**src/rtl/qec_msg_pkg.sv**
```systemverilog
// Shared message layout for the root-hub link: field positions, message
// types, the leaf endpoint state set and the uplink reply builder.
package qec_msg_pkg;

  localparam int MSG_W     = 64;
  localparam int DEST_LSB  = 56;
  localparam int TYPE_LSB  = 48;
  localparam int PAYLOAD_W = 48;
  localparam int CFG_W     = 32;
  localparam int LAT_W     = 16;

  localparam logic [7:0] MSG_CONFIG  = 8'h01;
  localparam logic [7:0] MSG_START   = 8'h02;
  localparam logic [7:0] MSG_LATENCY = 8'h10;

  typedef enum logic [1:0] {
    IDLE   = 2'd0,
    RUN    = 2'd1,
    REPORT = 2'd2
  } leaf_state_t;

  typedef struct packed {
    logic [7:0]           dest;
    logic [7:0]           mtype;
    logic [PAYLOAD_W-1:0] payload;
  } msg_word_t;

  // Uplink LATENCY word: {dest, type, 31 zero bits, timeout flag, latency}.
  function automatic logic [MSG_W-1:0] make_latency_msg(
    input logic [7:0]       dest,
    input logic             timeout,
    input logic [LAT_W-1:0] latency
  );
    return {dest, MSG_LATENCY, 31'b0, timeout, latency};
  endfunction

endpackage

```
**src/rtl/leaf_msg_endpoint_sat_counter.sv**
```systemverilog
// Saturating up-counter with synchronous clear; clear has priority over inc.
module sat_counter #(
  parameter int WIDTH = 16
) (
  input  logic             clk,
  input  logic             rst_n,
  input  logic             clear_i,
  input  logic             inc_i,
  output logic [WIDTH-1:0] count_o
);

  logic [WIDTH-1:0] count_q, count_d;

  // Next count: clear, else increment unless already at all-ones.
  always_comb begin
    count_d = count_q;
    if (clear_i) begin
      count_d = '0;
    end else if (inc_i && (count_q != '1)) begin
      count_d = count_q + WIDTH'(1);
    end
  end

  // Count register.
  always_ff @(posedge clk or negedge rst_n) begin
    if (!rst_n) begin
      count_q <= '0;
    end else begin
      count_q <= count_d;
    end
  end

  assign count_o = count_q;

endmodule

```
**src/rtl/leaf_msg_endpoint.sv**
```systemverilog
// Leaf end of the root-hub link. Downlink CONFIG words update cfg_data,
// START words launch the decoder and time it; each START produces exactly
// one LATENCY word on the uplink.
//
// Handshake: a word moves on a channel only in a cycle where both valid and
// ready are high at posedge clk. The source holds data stable while valid is
// high and ready is low. All outputs here are registered, so rx_ready and
// tx_valid never depend combinationally on rx_valid or tx_ready.
module leaf_msg_endpoint
  import qec_msg_pkg::*;
#(
  parameter logic [7:0] FPGA_ID   = 8'd1,
  parameter int         MAX_COUNT = 1000,
  parameter logic [7:0] ROOT_ID   = 8'd0
) (
  input  logic              clk,
  input  logic              reset_n,
  input  logic [MSG_W-1:0]  rx_data,
  input  logic              rx_valid,
  output logic              rx_ready,
  output logic [MSG_W-1:0]  tx_data,
  output logic              tx_valid,
  input  logic              tx_ready,
  output logic [CFG_W-1:0]  cfg_data,
  output logic              cfg_valid,
  output logic              dec_start,
  input  logic              dec_done,
  output logic [LAT_W-1:0]  drop_count,
  output leaf_state_t       dbg_state
);

  leaf_state_t      state_q, state_d;
  logic             rx_ready_q, rx_ready_d;
  logic             tx_valid_q, tx_valid_d;
  logic [MSG_W-1:0] tx_data_q, tx_data_d;
  logic [CFG_W-1:0] cfg_data_q, cfg_data_d;
  logic             cfg_valid_q, cfg_valid_d;
  logic             dec_start_q, dec_start_d;

  logic             lat_inc, lat_clr;
  logic [LAT_W-1:0] lat_cnt;

  msg_word_t rx_msg;
  logic      rx_fire, tx_fire;
  logic      dest_ok, is_cfg, is_start, is_drop, lat_max;
  logic      unused_payload_hi;

  assign rx_msg   = rx_data;
  assign rx_fire  = rx_valid && rx_ready_q;
  assign tx_fire  = tx_valid_q && tx_ready;
  assign dest_ok  = (rx_msg.dest == FPGA_ID);
  assign is_cfg   = rx_fire && dest_ok && (rx_msg.mtype == MSG_CONFIG);
  assign is_start = rx_fire && dest_ok && (rx_msg.mtype == MSG_START);
  // Anything accepted that is not a CONFIG/START for this leaf is discarded,
  // including uplink-only LATENCY words echoed downstream.
  assign is_drop  = rx_fire && !is_cfg && !is_start;
  assign lat_max  = (lat_cnt == LAT_W'(MAX_COUNT));

  assign unused_payload_hi = ^rx_msg.payload[PAYLOAD_W-1:CFG_W];

  // Discarded downlink words; never cleared except by reset.
  sat_counter #(.WIDTH(LAT_W)) u_drop_cnt (
    .clk     (clk),
    .rst_n   (reset_n),
    .clear_i (1'b0),
    .inc_i   (is_drop),
    .count_o (drop_count)
  );

  // Decode timer: zero during the launch cycle, k in the k-th cycle after it.
  sat_counter #(.WIDTH(LAT_W)) u_lat_cnt (
    .clk     (clk),
    .rst_n   (reset_n),
    .clear_i (lat_clr),
    .inc_i   (lat_inc),
    .count_o (lat_cnt)
  );

  // Next state and next registered outputs.
  always_comb begin
    state_d     = state_q;
    tx_valid_d  = tx_valid_q;
    tx_data_d   = tx_data_q;
    cfg_data_d  = cfg_data_q;
    cfg_valid_d = 1'b0;
    dec_start_d = 1'b0;
    lat_inc     = 1'b0;
    lat_clr     = 1'b0;
    case (state_q)
      IDLE: begin
        if (is_cfg) begin
          cfg_data_d  = rx_msg.payload[CFG_W-1:0];
          cfg_valid_d = 1'b1;
        end else if (is_start) begin
          state_d     = RUN;
          lat_clr     = 1'b1;
          dec_start_d = 1'b1;
        end
      end
      RUN: begin
        // Completion beats timeout when both land in the same cycle.
        if (dec_done) begin
          state_d    = REPORT;
          tx_valid_d = 1'b1;
          tx_data_d  = make_latency_msg(ROOT_ID, 1'b0, lat_cnt);
        end else if (lat_max) begin
          state_d    = REPORT;
          tx_valid_d = 1'b1;
          tx_data_d  = make_latency_msg(ROOT_ID, 1'b1, lat_cnt);
        end else begin
          lat_inc = 1'b1;
        end
      end
      REPORT: begin
        if (tx_fire) begin
          state_d    = IDLE;
          tx_valid_d = 1'b0;
        end
      end
      default: begin
        state_d    = IDLE;
        tx_valid_d = 1'b0;
      end
    endcase
    // Downlink is open only while idle; registered, so it follows the state.
    rx_ready_d = (state_d == IDLE);
  end

  // State and output registers.
  always_ff @(posedge clk or negedge reset_n) begin
    if (!reset_n) begin
      state_q     <= IDLE;
      rx_ready_q  <= 1'b0;
      tx_valid_q  <= 1'b0;
      tx_data_q   <= '0;
      cfg_data_q  <= '0;
      cfg_valid_q <= 1'b0;
      dec_start_q <= 1'b0;
    end else begin
      state_q     <= state_d;
      rx_ready_q  <= rx_ready_d;
      tx_valid_q  <= tx_valid_d;
      tx_data_q   <= tx_data_d;
      cfg_data_q  <= cfg_data_d;
      cfg_valid_q <= cfg_valid_d;
      dec_start_q <= dec_start_d;
    end
  end

  assign rx_ready  = rx_ready_q;
  assign tx_valid  = tx_valid_q;
  assign tx_data   = tx_data_q;
  assign cfg_data  = cfg_data_q;
  assign cfg_valid = cfg_valid_q;
  assign dec_start = dec_start_q;
  assign dbg_state = state_q;

endmodule

```
**config.mk**
```make
export PLATFORM = sky130hd
export DESIGN_NAME = leaf_msg_endpoint
export DESIGN_NICKNAME = d
export VERILOG_FILES = /design/src/rtl/qec_msg_pkg.sv /design/src/rtl/leaf_msg_endpoint_sat_counter.sv /design/src/rtl/leaf_msg_endpoint.sv
export SDC_FILE = /design/constraint.sdc
export NUM_CORES = 1
export LEC_CHECK = 0
export BUFFER_PORTS_ARGS = -buffer_cell sky130_fd_sc_hd__buf_2
export CORE_MARGIN = 2
export CORE_UTILIZATION = 35
export DETAILED_ROUTE_END_ITERATION = 10
export SKIP_CTS_REPAIR_TIMING = 1
export SLEW_MARGIN = 15
export SYNTH_ARGS = -nofsm -noshare
export SYNTH_HDL_FRONTEND = slang
export SYNTH_SLANG_ARGS = --single-unit
export TNS_END_PERCENT = 20
```
**constraint.sdc**
```tcl
create_clock -name clk -period 2.3 [get_ports clk]
set_clock_uncertainty 0.15 [all_clocks]
set_input_delay 0.23 -clock clk [delete_from_list [all_inputs] [get_ports clk]]
set_output_delay 0.23 -clock clk [all_outputs]
set_load 0.005 [all_outputs]
```
# Word level (Yosys, flattened, before mapping)
# Index checks and enable logic that the tools add are counted.
# op_classes
addsub,2
n_eq_ne,10
n_mux,22
bitwise_logic,1
reduce_logical,18
# ops
cell,n
$mux W64,2
$add A16 B1 Y16 const B,2
$mux W16,2
$ne A16 B16 Y1 const B,2
$eq A16 B10 Y1 const B,1
$eq A8 B1 Y1 const B,2
$mux W1,11
$mux W2,5
$logic_and A1 B1 Y1,9
$eq A8 B2 Y1 const B,1
$pmux W2 S3,1
$logic_not A2 Y1,2
$reduce_and A2 Y1,2
$reduce_bool A2 Y1,2
$ne A3 B3 Y1 const B,1
$pmux W1 S3,1
$reduce_and A3 Y1,1
$eq A2 B1 Y1 const B,1
$eq A2 B2 Y1 const B,1
$logic_not A1 Y1,2
$ne A2 B2 Y1 const B,1
$not A1 Y1,1
# totals
ff_bits,134
in_bits,69
out_inout_bits,118

# Logic depth before layout (Yosys ltp)
# logic_depth
word_depth,7
mapped_depth,8

# By module
# Synthesis repeated with hierarchy kept, for this count alone.
# unflattened
hier_cells,389
area_unflattened_um2,4493.1
# by_module_without_submodules
mod,instances,cells_each,area_each_um2,seq_area_each_um2
leaf_msg_endpoint,1,193,2608.8,1401.3
sat_counter,2,98,942.2,400.4

# Worst setup path after synthesis
# OpenSTA, ideal clock, no wires.
# synth_path
kind,reg-to-reg
start,reg u_drop_cnt.count_q[0] (netlist: u_drop_cnt.count_o[0])
end,reg u_drop_cnt.count_q[1] (netlist: u_drop_cnt.count_o[1])
setup_ps,125
t_arrival_ps,1792
t_required_ps,2025
path_slack_ps,233
stages_incl_launch_ff,8
n_path_buf,1
cell_sequence,dfrtp_1 ha_1 and4_1 nand2_1 or3_1 buf_2 nand2_1 mux2_2
# synth_via
elab_chain_len,2
# synth_lines
item,line,source
start: declaration,leaf_msg_endpoint_sat_counter.sv:12,"logic [WIDTH-1:0] count_q, count_d;"
start signal: assignment,leaf_msg_endpoint_sat_counter.sv:29,count_q <= count_d;
"parallel branches: the longest is 2 deep, another holds $add A16 B1 Y16",--,
# Several ways; the timed one is not identified.
# A chain may end at the register's enable or synchronous reset.

# Worst setup path in the final report
# layout_path
start,reg u_lat_cnt.count_q[0] (netlist: u_lat_cnt.count_o[0])
end,reg u_lat_cnt.count_q[9] (netlist: u_lat_cnt.count_o[9])
# layout_via
elab_chain_len,6
# layout_lines
item,line
start: declaration,leaf_msg_endpoint_sat_counter.sv:12
start signal: assignment,leaf_msg_endpoint_sat_counter.sv:29
"parallel branches: the longest is 6 deep, another holds $add A16 B1 Y16",--
# Several ways; the timed one is not identified. The select of a mux whose other input is x is not followed.

==> results.yml <==
synth:
  synth-edff-count: 0
  netlist_instances: 362
  synth_common_cells: "88 x dfrtp_1, 47 x buf_4, 41 x mux2_2, 22 x nand2_1"
  yosysTopAreaCell: "dfrtp_1"
  synth-seq-cells: 88
  yosysSeqAreaShare_pct: 51.0
  yosysWarningCount: 0
  synth_most_common_cell: "dfrtp_1"
  ys.flop_type: "dfrtp_1"
  syn-cell-area_um2: 4320
  synth.area.top_cells: "dfrtp_1 51%, mux2_2 11%, buf_4 8.2%"
  ys_types: 48
  async_flop_share_pct: 100
  syn_area_per_cell_um2: 11.9
  yosysTopAreaCellShare_pct: 51.0
route:
  vias: 3333
  drc: 0
  drt_wl_total_um: 10100
  first_iter_violations: 134
  wl_per_cell_um: 14.5
  postRouteAntennaNets: 0
  post_drt_via_cell_ratio: 4.78
  dr.pass1.iters: 4
floorplanning:
  die_x_um: 115
  core_area_um2: 12000
  start_util_pct: 35.9
  die_h_um: 115
  io_pins: 187
  rows: 40
  die-area_um2: 13200
critical_path:
  r2r_cells: 7
  critPathMaxFanout: 7
  max_stage_delay_ns: 0.50
  required_ns: 2.41
  crit_type: "reg -> reg"
  path_delay_family: "simple AND/OR/NAND/NOR gates"
  reg2reg_to: "u_lat_cnt.count_o[9]$_DFFE_PN0P_"
  path_cells: "buf_4, ha_1, and2_1, nand4_1, nor2_1, or4_1, a21oi_1"
  worst-r2r-setup-slack_ns: 0.19
  cp.buffers_inverters: 1
  r2r_start: "u_lat_cnt.count_o[0]$_DFFE_PN0P_"
  crit_slowest_cell: "or4_1"
  critPathArrivalTime_ns: 2.22
  critPathCaptureType: "flip-flop"
  startpoint_type: "flip-flop"
pwr:
  ir_worst_vdd_uv: 352
  switching_share_pct: 23.8
  internal_power_mw: 2.67
  powerDensity_nw_per_um2: 611
  clkPwrFrac_pct: 42.5
  power_frac_comb_pct: 9.7
  power_leakage_nw: 3.03
  p_seq_share_pct: 47.8
  p_switching_uw: 835
global_route:
  grt_max_degree: 50
  track_usage_pct: 14.3
  grt_pass1_vias: 2905
  antenna_found_initial: 0
  grt_pass1_wl_um: 14500
  grt.overflow.total: 0
status:
  status: "complete, no violations"
sta:
  layout_worst_path_cycle_share_pct: 91.5
  holdWs_ns: 0.0192
  fin_ws_ns: 0.195
  hold_viol: 0
  drv_slew: 0
  fin_setup_tns_ns: 0
  tightestPinTransition_ns: 0.522
  maxSlewHeadroom_pct: 65.1
  rsz0062_at_grt: "false"
  min_period_ns: 2.11
  fmaxAchievable_ghz: 0.475
  finalSetupViolCount: 0
finish:
  drive_gt1_share_pct: 40.0
  multi_input_area_um2: 1860
  num-fill-cells: 1150
  area_growth_pct: 32.7
  nets: 617
  antenna_cells: 0
  fin_area_um2: 5730
  regArea_um2: 2200
clocking:
  cts_buffers: 9
  cts_htree_levels: 3
  clk_pin_slew_ns: 0.06
  clock-sinks: 88
  clkLatencyLatePin_ns: 0.34
  cts_tree: "yes"
  root_buffer: "clkbuf_16"
  cts_buffer_depth: 2
min_path:
  min-delay-start: "tx_ready"
  hold_class: "in -> reg"
  hold_path_end: "tx_valid$_DFFE_PN0P_"
  hold_depth: 4
job:
  max_cap_violations: 0
placement:
  place_area_um2: 5080
  hpwl_um: 7180
  dp_slack_ns: 0.0243
  portBuffers: 124
  routabilityCongestion: 0.843
[sequential cells by signal (all words and copies together), names as in the netlist]
signal	count
tx_data	18
u_lat_cnt.count_o	16
dec_start	1
tx_valid	1
rx_ready	1
u_drop_cnt.count_o	16
dbg_state	2
cfg_data	32
cfg_valid	1
[cell type report]
type / count / share of cell area, %
multi-input cells: 260 / 32.4
inverters: 5 / 0.328
repair buffers: 181 / 20.3
clock buffers: 10 / 4.17
flip-flops and latches: 88 / 38.4
well taps: 147 / 3.21
clock inverters: 6 / 1.18
[how the worst max path moves through the flow]
stage,cells past startpoint,end,start
2_1_floorplan,7,u_drop_cnt.count_o[1]$_DFFE_PN0P_,u_drop_cnt.count_o[0]$_DFFE_PN0P_
3_3_place_gp,8,cfg_data[18]$_DFFE_PN0P_,rx_data[59]
3_5_place_dp,8,cfg_data[31]$_DFFE_PN0P_,rx_data[59]
4_1_cts,7,u_lat_cnt.count_o[9]$_DFFE_PN0P_,u_lat_cnt.count_o[1]$_DFFE_PN0P_
5_1_grt,5,tx_data[9]$_DFFE_PN0P_,u_lat_cnt.count_o[4]$_DFFE_PN0P_
6_report,7,u_lat_cnt.count_o[9]$_DFFE_PN0P_,u_lat_cnt.count_o[0]$_DFFE_PN0P_
[routing by layer]
metal / routed length, um / vias to the layer above / GRT usage, %
li1: - / 1571 / -
met1: 4270 / 1592 / 18.0
met2: 4860 / 148 / 23.2
met3: 756 / 22 / 4.43
met4: 245 / 0 / 5.62
met5: 0 / - / 0
[logic make-up after synthesis]
logic type	after synthesis	share of synthesized area [%]
AND/OR/NAND/NOR	114	16.4
adder cells (fa/ha/maj)	3	0.869
other	1	0.0868
flip-flops	88	51.0
AO/OA/AOI/OAI	28	4.09
multiplexers	54	14.5
buffers and inverters	59	9.97
XOR/XNOR	15	3.04
[power groups by stage]
stage / Sequential, mW / Clock, mW / Combinational [mW]
2_1_floorplan: 1.70 / 0 / 0.186
3_3_place_gp: 1.70 / 0 / 0.293
3_5_place_dp: 1.70 / 0 / 0.296
4_1_cts: 1.67 / 1.54 / 0.296
5_1_grt: 1.68 / 1.61 / 0.383
6_report: 1.67 / 1.49 / 0.338
[worst register-to-register path: stages, from the launching register on]
cell and delay (ns):
dfrtp_1 0.38, buf_4 0.15, ha_1 0.23, and2_1 0.19
nand4_1 0.14, nor2_1 0.13, or4_1 0.50, a21oi_1 0.17
[placed cells by master, fill, tap and decap left out, drive strengths merged, types with 3 or more instances in the layout]
cell type    count
nand4b           3
a21oi           11
nand2           24
nor2             9
nand2b           6
nand3           16
xnor2           15
dfrtp           88
mux2i            5
inv              6
o21ai            6
nand4           11
conb            46
clkbuf          10
mux2            49
dlygate4sd3     34
ha               3
o31ai            5
nor3             3
and4             7
and3             8
nor4b            5
or4              5
buf            147
and2             5
or3              4
[per-stage QoR]
step	power [mW]	instances	utilization [%]
final	3.50	697	47.7
after global routing	3.68	697	47.7
after CTS	3.51	663	44.8
after detailed placement	2.00	647	42.3
after global placement	1.99	647	42.3
after floorplan	1.88	407	-
Note: power is estimated with default switching activity, not from simulation.
